## src/rtl/fmac_pkg.sv

```systemverilog
// Shared types and helpers for the fused multiply-add/accumulate unit.
package fmac_pkg;

  typedef enum logic [1:0] {
    FMAC_MAD  = 2'b00,
    FMAC_MSB  = 2'b01,
    FMAC_NMAD = 2'b10,
    FMAC_MAC  = 2'b11
  } fmacMode_t;

  typedef enum logic [1:0] {
    FMAC_IDLE,
    FMAC_MUL,
    FMAC_ADD,
    FMAC_DONE
  } fmacState_t;

  // Radix-4 Booth digit count; covers one extra bit for unsigned operands.
  function automatic int mulCycles(input int width);
    return (width + 2) / 2;
  endfunction

endpackage

```

## src/rtl/fmac_if.sv

```systemverilog
// Operand/result handshake bundle between a producer and fmac_unit.
interface fmac_if #(
  parameter int WIDTH = 11,
  parameter int GUARD = 4
);
  import fmac_pkg::*;

  localparam int OUTWIDTH = 2*WIDTH + GUARD;

  logic                inValid;
  logic                inReady;
  logic [WIDTH-1:0]    mulIn1;
  logic [WIDTH-1:0]    mulIn2;
  logic [WIDTH-1:0]    addIn;
  fmacMode_t           mode;
  logic                accClear;
  logic                outValid;
  logic                outReady;
  logic [OUTWIDTH-1:0] fmadOut;
  logic                overflow;

  modport master (
    output inValid, mulIn1, mulIn2, addIn, mode, accClear, outReady,
    input  inReady, outValid, fmadOut, overflow
  );

  modport slave (
    input  inValid, mulIn1, mulIn2, addIn, mode, accClear, outReady,
    output inReady, outValid, fmadOut, overflow
  );

endinterface

```

## src/rtl/radix4_booth_mul.sv

```systemverilog
// Sequential radix-4 Booth multiplier: one digit per cycle, exact 2*WIDTH product.
module radix4_booth_mul #(
  parameter int WIDTH  = 11,
  parameter int SIGNED = 0
) (
  input  logic               clock,
  input  logic               reset,
  input  logic               start,
  input  logic [WIDTH-1:0]   mulIn1,
  input  logic [WIDTH-1:0]   mulIn2,
  output logic [2*WIDTH-1:0] mulOut,
  output logic               done
);
  import fmac_pkg::*;

  localparam int N   = mulCycles(WIDTH);
  localparam int PW  = 2*WIDTH;
  localparam int MRW = 2*N;
  localparam int CW  = $clog2(N + 1);
  localparam bit S   = (SIGNED != 0);

  logic [PW-1:0]  mcand;
  logic [PW-1:0]  acc;
  logic [PW-1:0]  term;
  logic [MRW-1:0] mr;
  logic           prev;
  logic           busy;
  logic [CW-1:0]  cnt;

  // Arithmetic is modulo 2^PW, which is enough because the true product fits PW bits.
  always_comb begin
    term = '0;
    case ({mr[1:0], prev})
      3'b001, 3'b010: term = mcand;
      3'b011:         term = mcand << 1;
      3'b100:         term = -(mcand << 1);
      3'b101, 3'b110: term = -mcand;
      default:        term = '0;
    endcase
  end

  assign done   = busy && (cnt == CW'(N - 1));
  assign mulOut = acc;

  always_ff @(posedge clock) begin
    if (reset) begin
      mcand <= '0;
      mr    <= '0;
      prev  <= 1'b0;
      acc   <= '0;
      cnt   <= '0;
      busy  <= 1'b0;
    end else if (start) begin
      mcand <= {{(PW-WIDTH){S & mulIn1[WIDTH-1]}}, mulIn1};
      mr    <= {{(MRW-WIDTH){S & mulIn2[WIDTH-1]}}, mulIn2};
      prev  <= 1'b0;
      acc   <= '0;
      cnt   <= '0;
      busy  <= 1'b1;
    end else if (busy) begin
      acc   <= acc + term;
      mcand <= mcand << 2;
      mr    <= mr >> 2;
      prev  <= mr[1];
      cnt   <= cnt + CW'(1);
      if (done) busy <= 1'b0;
    end
  end

endmodule

```

## src/rtl/fmac_unit.sv

```systemverilog
// Integer fused multiply-add/accumulate with a persistent accumulator and valid/ready handshakes.
module fmac_unit #(
  parameter int WIDTH  = 11,
  parameter int GUARD  = 4,
  parameter int SIGNED = 0
) (
  input logic  clock,
  input logic  reset,
  fmac_if.slave bus
);
  import fmac_pkg::*;

  localparam int OUTWIDTH = 2*WIDTH + GUARD;
  localparam bit S        = (SIGNED != 0);

  typedef struct packed {
    logic [WIDTH-1:0] c;
    fmacMode_t        mode;
    logic             clr;
  } req_t;

  fmacState_t state, state_nxt;
  req_t       req;

  logic                in_ready, out_valid, transfer, mul_done;
  logic [2*WIDTH-1:0]  prod;
  logic [OUTWIDTH-1:0] acc, fmad_q, p_ext, c_ext, op_x, op_y;
  logic [OUTWIDTH:0]   sum;
  logic                sub, ovf, ovf_q;

  assign transfer     = bus.inValid && in_ready;
  assign bus.inReady  = in_ready;
  assign bus.outValid = out_valid;
  assign bus.fmadOut  = fmad_q;
  assign bus.overflow = ovf_q;

  radix4_booth_mul #(.WIDTH(WIDTH), .SIGNED(SIGNED)) u_mul (
    .clock  (clock),
    .reset  (reset),
    .start  (transfer),
    .mulIn1 (bus.mulIn1),
    .mulIn2 (bus.mulIn2),
    .mulOut (prod),
    .done   (mul_done)
  );

  always_ff @(posedge clock) begin
    if (reset) state <= FMAC_IDLE;
    else       state <= state_nxt;
  end

  // A held result can be retired and a new operation taken on the same edge.
  always_comb begin
    state_nxt = state;
    in_ready  = 1'b0;
    out_valid = 1'b0;
    case (state)
      FMAC_IDLE: begin
        in_ready = 1'b1;
        if (bus.inValid) state_nxt = FMAC_MUL;
      end
      FMAC_MUL:  if (mul_done) state_nxt = FMAC_ADD;
      FMAC_ADD:  state_nxt = FMAC_DONE;
      FMAC_DONE: begin
        out_valid = 1'b1;
        in_ready  = bus.outReady;
        if (bus.outReady) state_nxt = bus.inValid ? FMAC_MUL : FMAC_IDLE;
      end
      default:   state_nxt = FMAC_IDLE;
    endcase
  end

  always_comb begin
    p_ext = {{GUARD{S & prod[2*WIDTH-1]}}, prod};
    c_ext = {{(OUTWIDTH-WIDTH){S & req.c[WIDTH-1]}}, req.c};
    op_x  = p_ext;
    op_y  = c_ext;
    sub   = 1'b0;
    case (req.mode)
      FMAC_MAD:  begin op_x = p_ext; op_y = c_ext; sub = 1'b0; end
      FMAC_MSB:  begin op_x = p_ext; op_y = c_ext; sub = 1'b1; end
      FMAC_NMAD: begin op_x = c_ext; op_y = p_ext; sub = 1'b1; end
      FMAC_MAC:  begin op_x = req.clr ? '0 : acc; op_y = p_ext; sub = 1'b0; end
      default:   begin op_x = p_ext; op_y = c_ext; sub = 1'b0; end
    endcase
    sum = sub ? ({1'b0, op_x} - {1'b0, op_y}) : ({1'b0, op_x} + {1'b0, op_y});
    // Unsigned: the extra bit is carry (add) or borrow (sub). Signed: sign overflow.
    if (S) begin
      if (sub) ovf = (op_x[OUTWIDTH-1] != op_y[OUTWIDTH-1]) && (sum[OUTWIDTH-1] != op_x[OUTWIDTH-1]);
      else     ovf = (op_x[OUTWIDTH-1] == op_y[OUTWIDTH-1]) && (sum[OUTWIDTH-1] != op_x[OUTWIDTH-1]);
    end else begin
      ovf = sum[OUTWIDTH];
    end
  end

  always_ff @(posedge clock) begin
    if (reset) begin
      req    <= '0;
      acc    <= '0;
      fmad_q <= '0;
      ovf_q  <= 1'b0;
    end else begin
      if (transfer) req <= '{c: bus.addIn, mode: bus.mode, clr: bus.accClear};
      if (state == FMAC_ADD) begin
        fmad_q <= sum[OUTWIDTH-1:0];
        ovf_q  <= ovf;
        if (req.mode == FMAC_MAC) acc <= sum[OUTWIDTH-1:0];
      end
    end
  end

endmodule

```

## src/flat_wrapper.sv

```systemverilog
// flat-port wrapper written by rule: the top's interface ports become plain ports
module fmac_unit_flat import fmac_pkg::*;
#(
  parameter int WIDTH  = 11,
  parameter int GUARD  = 4,
  parameter int SIGNED = 0
)
  (clock, reset, bus_inValid, bus_mulIn1, bus_mulIn2, bus_addIn, bus_mode, bus_accClear, bus_outReady, bus_inReady, bus_outValid, bus_fmadOut, bus_overflow);
  fmac_if #(.WIDTH(WIDTH), .GUARD(GUARD)) bus_i ();
  input logic clock;
  input logic reset;
  input wire logic [$bits(bus_i.inValid)-1:0] bus_inValid;
  input wire logic [$bits(bus_i.mulIn1)-1:0] bus_mulIn1;
  input wire logic [$bits(bus_i.mulIn2)-1:0] bus_mulIn2;
  input wire logic [$bits(bus_i.addIn)-1:0] bus_addIn;
  input wire logic [$bits(bus_i.mode)-1:0] bus_mode;
  input wire logic [$bits(bus_i.accClear)-1:0] bus_accClear;
  input wire logic [$bits(bus_i.outReady)-1:0] bus_outReady;
  output wire logic [$bits(bus_i.inReady)-1:0] bus_inReady;
  output wire logic [$bits(bus_i.outValid)-1:0] bus_outValid;
  output wire logic [$bits(bus_i.fmadOut)-1:0] bus_fmadOut;
  output wire logic [$bits(bus_i.overflow)-1:0] bus_overflow;
  assign bus_i.inValid = bus_inValid;
  assign bus_i.mulIn1 = bus_mulIn1;
  assign bus_i.mulIn2 = bus_mulIn2;
  assign bus_i.addIn = bus_addIn;
  assign bus_i.mode = bus_mode;
  assign bus_i.accClear = bus_accClear;
  assign bus_i.outReady = bus_outReady;
  assign bus_inReady = bus_i.inReady;
  assign bus_outValid = bus_i.outValid;
  assign bus_fmadOut = bus_i.fmadOut;
  assign bus_overflow = bus_i.overflow;
  fmac_unit #(.WIDTH(WIDTH), .GUARD(GUARD), .SIGNED(SIGNED)) u_core (.clock(clock), .reset(reset), .bus(bus_i));
endmodule
```

## config.mk

```make
export PLATFORM = sky130hd
export DESIGN_NAME = fmac_unit_flat
export DESIGN_NICKNAME = d
export VERILOG_FILES = /design/src/rtl/fmac_pkg.sv /design/src/rtl/fmac_if.sv /design/src/rtl/radix4_booth_mul.sv /design/src/rtl/fmac_unit.sv /design/src/flat_wrapper.sv
export SDC_FILE = /design/constraint.sdc
export NUM_CORES = 1
export LEC_CHECK = 0
export BUFFER_PORTS_ARGS = -buffer_cell sky130_fd_sc_hd__buf_2
export CORE_MARGIN = 8
export CORE_UTILIZATION = 55
export CTS_CLUSTER_SIZE = 12
export DETAILED_ROUTE_END_ITERATION = 10
export PLACE_DENSITY = 0.76
export SLEW_MARGIN = 30
export SYNTH_ARGS = -nofsm -noshare
export SYNTH_HDL_FRONTEND = slang
export SYNTH_SLANG_ARGS = --single-unit
```

## constraint.sdc

```tcl
create_clock -name clock -period 8 [get_ports clock]
set_input_delay 1.6 -clock clock [delete_from_list [all_inputs] [get_ports clock]]
set_output_delay 1.6 -clock clock [all_outputs]
set_load 0.03 [all_outputs]
```

# == Word-level counts from Yosys, hierarchy flattened ==
# Cells that the tools add are included.
# classes
add_sub_neg,6
eq_ne,16
n_mux,20
reduce_logical,14
# ops
operator,n
$pmux 22 s4,1
$pmux 26 s3,1
$pmux 26 s2,1
$mux 11,4
$neg 22->22,2
$add 26x26->27,1
$mux 27,1
$sub 26x26->27,1
$mux 26,1
$add 22x22->22,1
$reduce_or 2->1,7
$eq 3x3->1 const B,4
$eq 2x2->1 const B,4
$pmux 2 s4,1
$eq 3x2->1 const B,2
$mux 2,3
$mux 1,5
$eq 2x1->1 const B,2
$logic_not 2->1,2
$ne 2x2->1 const B,2
$pmux 1 s2,2
$add 3x1->3 const B,1
$eq 3x1->1 const B,1
$reduce_and 3->1,1
4 further kinds,5
# totals
reg_bits,129
inputBits,40
output_inout_bits,29
wordCells,70

# == Logic depth before layout (Yosys ltp) ==
# logic_depth
word_depth,5
mapped_depth,22
depth_no_buf,20

# == Cells and area by module ==
# From an unflattened synthesis, not the netlist that was laid out.
# hier_totals
cells_unflattened,1296
hier_area_um2,10059.6
# by_module_without_submodules
mod,n_inst,cells_each,area_per_inst_um2,seq_area_each_um2
fmac_unit,1,699,5311.3,1381.3
radix4_booth_mul,1,597,4748.3,1201.2

# == Worst setup path before layout ==
# No wires, ideal clock.
# synth_path
path_type,register -> register
startpoint,register u_core.req[1] (netlist bit)
endpoint,register u_core.acc[21]
setup_time_ns,0.117
arrival_time_ns,4.670
required_ns,7.883
path_slack_ns,3.213
path_stages_with_launch,20
n_path_buf,2
synth_period_minus_slack_ns,4.787
path_cell_list,dfxtp_1 ha_1 clkbuf_1 nor2_1 clkbuf_1 mux2i_1 ha_1 o211ai_1 nor4_2 nand4_4 and2_1 xnor2_1 ha_1 a21o_1 nor4_1 a21oi_1 a221oi_1 o21ai_1 xor2_1 a22o_1
# synth_via
elab_chain_len,5
word_cells_on_any_way,15
classes_between,add/sub (2); eq/ne (3); mux (4); reduce/logical (6)
# synth_rtl
item,line,source
from (decl),fmac_unit.sv:23,req_t req;
from (signal assigned),fmac_unit.sv:103,"if (transfer) req <= '{c: bus.addIn, mode: bus.mode, clr: bus.accClear};"
$eq 2x1->1 (tied with other cells),fmac_unit.sv:79,case (req.mode)
$reduce_or 2->1 (no line),n/a,
$pmux 26 s3 / $pmux 26 s2 (equally long branches),fmac_unit.sv:79,
$add 26x26->27 / $sub 26x26->27 (equally long branches),fmac_unit.sv:86,"sum = sub ? ({1'b0, op_x} - {1'b0, op_y}) : ({1'b0, op_x} + {1'b0, op_y});"
$mux 27,fmac_unit.sv:86,
to (signal assigned),fmac_unit.sv:107,if (req.mode == FMAC_MAC) acc <= sum[OUTWIDTH-1:0];
to (decl),fmac_unit.sv:27,"logic [OUTWIDTH-1:0] acc, fmad_q, p_ext, c_ext, op_x, op_y;"
# Parallel ways exist; a longest one is shown, timed or not. The select of a mux whose other input is x is not followed.
# A chain may end at the register's enable or synchronous reset.

# == Final worst setup path ==
# Ends and elaborated chain as after synthesis.

==> impl_metrics.prom <==
# TYPE chip_impl_metric gauge
chip_impl_info{name="worst_r2r_endpoint",value="u_core.acc[21]"} 1
chip_impl_metric{name="cp_data_required_time",unit="ns"} 8.32
chip_impl_metric{name="grt_start_max_net_pins",unit=""} 66
chip_impl_metric{name="r2r_setup_slack",unit="ns"} 2.86
chip_impl_metric{name="drv_slew",unit=""} 0
chip_impl_info{name="synth_top_cells_by_area",value="dfxtp_1 27%, ha_1 7.6%, mux2i_1 7.5%, nor2_1 5.7%, a21oi_1 5.5%"} 1
chip_impl_metric{name="holdBufCountCts",unit=""} 0
chip_impl_info{name="worst_path_max_delay_cell",value="a221oi_1"} 1
chip_impl_metric{name="syn_to_layout_area_delta",unit="%"} 9.57
chip_impl_metric{name="worst_skew_pair.late_latency",unit="ns"} 0.43
chip_impl_metric{name="number_of_vias_per_cell",unit=""} 6.08
chip_impl_info{name="rsz0062_at_grt",value="false"} 1
chip_impl_info{name="synth_top_cell_by_area",value="dfxtp_1"} 1
chip_impl_info{name="cts_tree",value="built"} 1
chip_impl_metric{name="detailroute.via_count",unit=""} 8933
chip_impl_info{name="endpoint_kind",value="register"} 1
chip_impl_info{name="critPathLaunchType",value="register"} 1
chip_impl_info{name="status",value="complete, no violations"} 1
chip_impl_metric{name="finClkSkew",unit="ns"} 0.0114
chip_impl_metric{name="insertedDiodeCount",unit=""} 0
chip_impl_metric{name="gpl.final_weighted_congestion",unit=""} 0.894
chip_impl_metric{name="post_drt_wl_per_cell",unit="um"} 16.4
chip_impl_metric{name="vdd.ir_drop.worst",unit="V"} 0.000212
chip_impl_metric{name="ys_ff_latch",unit=""} 129
chip_impl_metric{name="grt_pass1_vias",unit=""} 8290
chip_impl_info{name="timing.critical_path.cells",value="inv_1 -> ha_2 -> nor2_1 -> buf_4 -> mux2i_1 -> ha_1 -> o211ai_1 -> nor4_2 -> nand4_4 -> and2_1 -> xnor2_1 -> ha_1 -> a21o_1 -> nor4_1 -> a21oi_1 -> a221oi_1 -> o21ai_1 -> xor2_1 -> a22o_1"} 1
chip_impl_metric{name="multi_input_comb_area",unit="sq um"} 6490
chip_impl_info{name="path_class",value="reg2reg"} 1
chip_impl_metric{name="top_level_ports",unit=""} 69
chip_impl_metric{name="net_count_synth",unit=""} 1318
chip_impl_metric{name="synth.lib_cells_used.distinct",unit=""} 82
chip_impl_metric{name="finalWirelength",unit="um"} 24100
chip_impl_metric{name="post_synth.cell_area_avg",unit="sq um"} 7.89
chip_impl_metric{name="max_stage_delay",unit="ns"} 0.64
chip_impl_metric{name="antenna_found_initial",unit=""} 0
chip_impl_metric{name="cts_max_level",unit=""} 4
chip_impl_info{name="timing.hold.worst.class",value="reg2reg"} 1
chip_impl_info{name="worstHoldEndpoint",value="u_core.bus.fmadOut[23]"} 1
chip_impl_metric{name="leakagePower",unit="nW"} 4.37
chip_impl_metric{name="globalRoute.totalOverflow",unit=""} 0
chip_impl_metric{name="finish.net_count",unit=""} 1331
chip_impl_metric{name="p_per_area",unit="nW/um^2"} 381
chip_impl_metric{name="worstPathBufferInverterCount",unit=""} 2
chip_impl_metric{name="synth_top_area_share",unit="%"} 26.9
chip_impl_info{name="cts_root_buf",value="clkbuf_16"} 1
chip_impl_metric{name="drtPass1Iterations",unit=""} 9
chip_impl_info{name="critical_path.most_common_cell",value="ha_1"} 1
chip_impl_info{name="critPathTopFamily",value="compound AO/OA/AOI/OAI gates"} 1
chip_impl_metric{name="arr_time_crit_path",unit="ns"} 5.46
chip_impl_metric{name="fp.coreArea",unit="sq um"} 17200
chip_impl_metric{name="setup-tns-final",unit="ns"} 0
chip_impl_metric{name="layout_cells_sized_above_1",unit="%"} 10.7
chip_impl_metric{name="max_freq",unit="MHz"} 195
chip_impl_metric{name="fillerInstances",unit=""} 1517
chip_impl_info{name="yosys_most_used_dff",value="dfxtp_1"} 1
chip_impl_metric{name="worst-r2r-cell-count",unit=""} 19
chip_impl_metric{name="yosysWarnings",unit=""} 0
chip_impl_metric{name="final.period_utilization",unit="%"} 64.2
chip_impl_metric{name="synth_edf_count",unit=""} 0
chip_impl_info{name="layout_commonest_cell",value="nor2_1"} 1
chip_impl_metric{name="place.port_buffers",unit=""} 68
chip_impl_metric{name="cts_num_sinks",unit=""} 129
chip_impl_metric{name="die_area",unit="sq um"} 21900
chip_impl_metric{name="detail-route-antenna-nets",unit=""} 0
chip_impl_metric{name="grt_usage",unit="%"} 21.9
chip_impl_metric{name="max_cap_viol_count",unit=""} 0
chip_impl_metric{name="synth_async_sr_flop_share",unit="%"} 0
chip_impl_metric{name="post_cts_resized",unit=""} 0
chip_impl_metric{name="die_height",unit="um"} 148
chip_impl_metric{name="cts-buffers-inserted",unit=""} 17
chip_impl_metric{name="tightestPinTransition",unit="ns"} 0.894
chip_impl_metric{name="sequential_cell_area",unit="sq um"} 2580
chip_impl_metric{name="final_hold_viol_count",unit=""} 0
chip_impl_metric{name="final-setup-viol-count",unit=""} 0
chip_impl_info{name="crit-reg2reg-launch",value="u_core.req[1]"} 1
chip_impl_metric{name="grt_pass1_wl",unit="um"} 40600
chip_impl_metric{name="drt_drc_violations_left",unit=""} 0
chip_impl_metric{name="synthesis.instances",unit=""} 1218
chip_impl_metric{name="holdWs",unit="ns"} 0.452
chip_impl_metric{name="start_util",unit="%"} 55.9
chip_impl_metric{name="dr.first_iter.drc_count",unit=""} 659
chip_impl_metric{name="synth.cell_area",unit="sq um"} 9610
chip_impl_metric{name="finalCriticalPeriod",unit="ns"} 5.14
chip_impl_metric{name="cts_post_setup_buffers_inserted",unit=""} 0
chip_impl_metric{name="min_path_cells",unit=""} 2
chip_impl_metric{name="dp.final_hpwl",unit="um"} 17300
chip_impl_metric{name="timing.max_slew.rel_slack",unit="%"} 40.2
chip_impl_metric{name="placement_rows",unit=""} 48
chip_impl_metric{name="yosysSeqAreaShare",unit="%"} 26.9
chip_impl_metric{name="cts_buffer_depth",unit=""} 2
chip_impl_info{name="holdCritStartpoint",value="u_core.bus.fmadOut[23]"} 1
chip_impl_metric{name="clkTransAtPathRegs",unit="ns"} 0.06
chip_impl_metric{name="crit_fanout",unit=""} 20
chip_impl_info{name="final_cell_mix",value="147 x nor2_1, 128 x dfxtp_1, 106 x a21oi_1, 106 x nand2_1, 72 x mux2i_1"} 1
chip_impl_metric{name="die-width",unit="um"} 148
-- synthesized netlist by cell type, drive strengths merged, types with 18 or more instances --
cell type  count
nor2         148
dfxtp        129
a21oi        107
nand2        106
clkbuf        77
mux2i         72
ha            58
o21ai         55
xnor2         53
a211oi        40
inv           40
a21o          26
xor2          26
a22o          19
a221oi        18
nand3         18
nor3          18
-- metal layers --
metal	track usage [%]	wire, um
met1	29.4	11300
met2	35.8	11100
met3	3.71	1520
met4	5.81	254
met5	0	0
-- flip-flops by register name, summed over array words and instances (netlist names), 2 cells and up --
register             cells
u_core.state             2
u_core.u_mul.mulOut     22
u_core.u_mul.mcand      22
u_core.bus.fmadOut      26
u_core.u_mul.cnt         3
u_core.c_ext            11
u_core.req               3
u_core.acc              26
u_core.u_mul.mr         11
-- metrics by stage --
step | utilization [%] | cells | total power, mW | setup slack, ns | instance area [sq um]
floorplan | - | 1218 | 2.76 | 3.21 | 9610
global placement | 57.8 | 1437 | 3.15 | 2.97 | 9930
detailed placement | 57.8 | 1437 | 3.18 | 2.75 | 9930
CTS | 61.3 | 1469 | 3.99 | 2.73 | 10500
global route | 61.3 | 1469 | 4.32 | 2.49 | 10500
finish | 61.3 | 1469 | 4.01 | 2.86 | 10500
-- area by class of cell --
type	instances	share of cell area (%)
Multi-Input combinational cell	963	61.6
Clock inverter	14	1.49
Inverter	41	1.46
Clock buffer	18	4.17
Timing Repair Buffer	79	4.02
Tap cell	225	2.67
Sequential cell	129	24.5
-- worst min-delay path: stages (launching register included) --
cell	delay (ns)
dfxtp_1	0.31
nand2_1	0.05
o21ai_1	0.05
-- cells by family (layout without fill, tap and decap cells) --
| family | count (synthesis) | count (layout) | share of synthesized area [%] |
|---|---|---|---|
| compound gates | 360 | 360 | 25.3 |
| mux | 75 | 75 | 7.85 |
| simple gates | 389 | 389 | 19.2 |
| xor+xnor | 79 | 79 | 7.20 |
| flops | 129 | 129 | 26.9 |
| fa+ha+maj | 60 | 60 | 7.97 |
| buf+inv | 126 | 152 | 5.65 |
-- power breakdown --
| group | internal, mW | leakage [nW] | switching, mW | total (mW) |
|---|---|---|---|---|
| Sequential | 0.763 | 1.05 | 0.152 | 0.915 |
| Clock | 0.471 | 0.280 | 0.326 | 0.797 |
| Combinational | 0.894 | 3.05 | 1.40 | 2.29 |
| Total | 2.13 | 4.37 | 1.88 | 4.01 |
-- worst max path at each step --
stage,slack [ns],startpoint,end,cells past startpoint
floorplan,3.21,u_core.req[1],u_core.acc[21],19
global placement,2.97,u_core.req[1],u_core.bus.fmadOut[25],19
detailed placement,2.75,u_core.req[1],u_core.acc[21],19
CTS,2.73,u_core.req[1],u_core.acc[21],19
global route,2.49,u_core.req[1],u_core.bus.fmadOut[25],19
finish,2.86,u_core.req[1],u_core.acc[21],19
(Power assumes the default switching activity.)
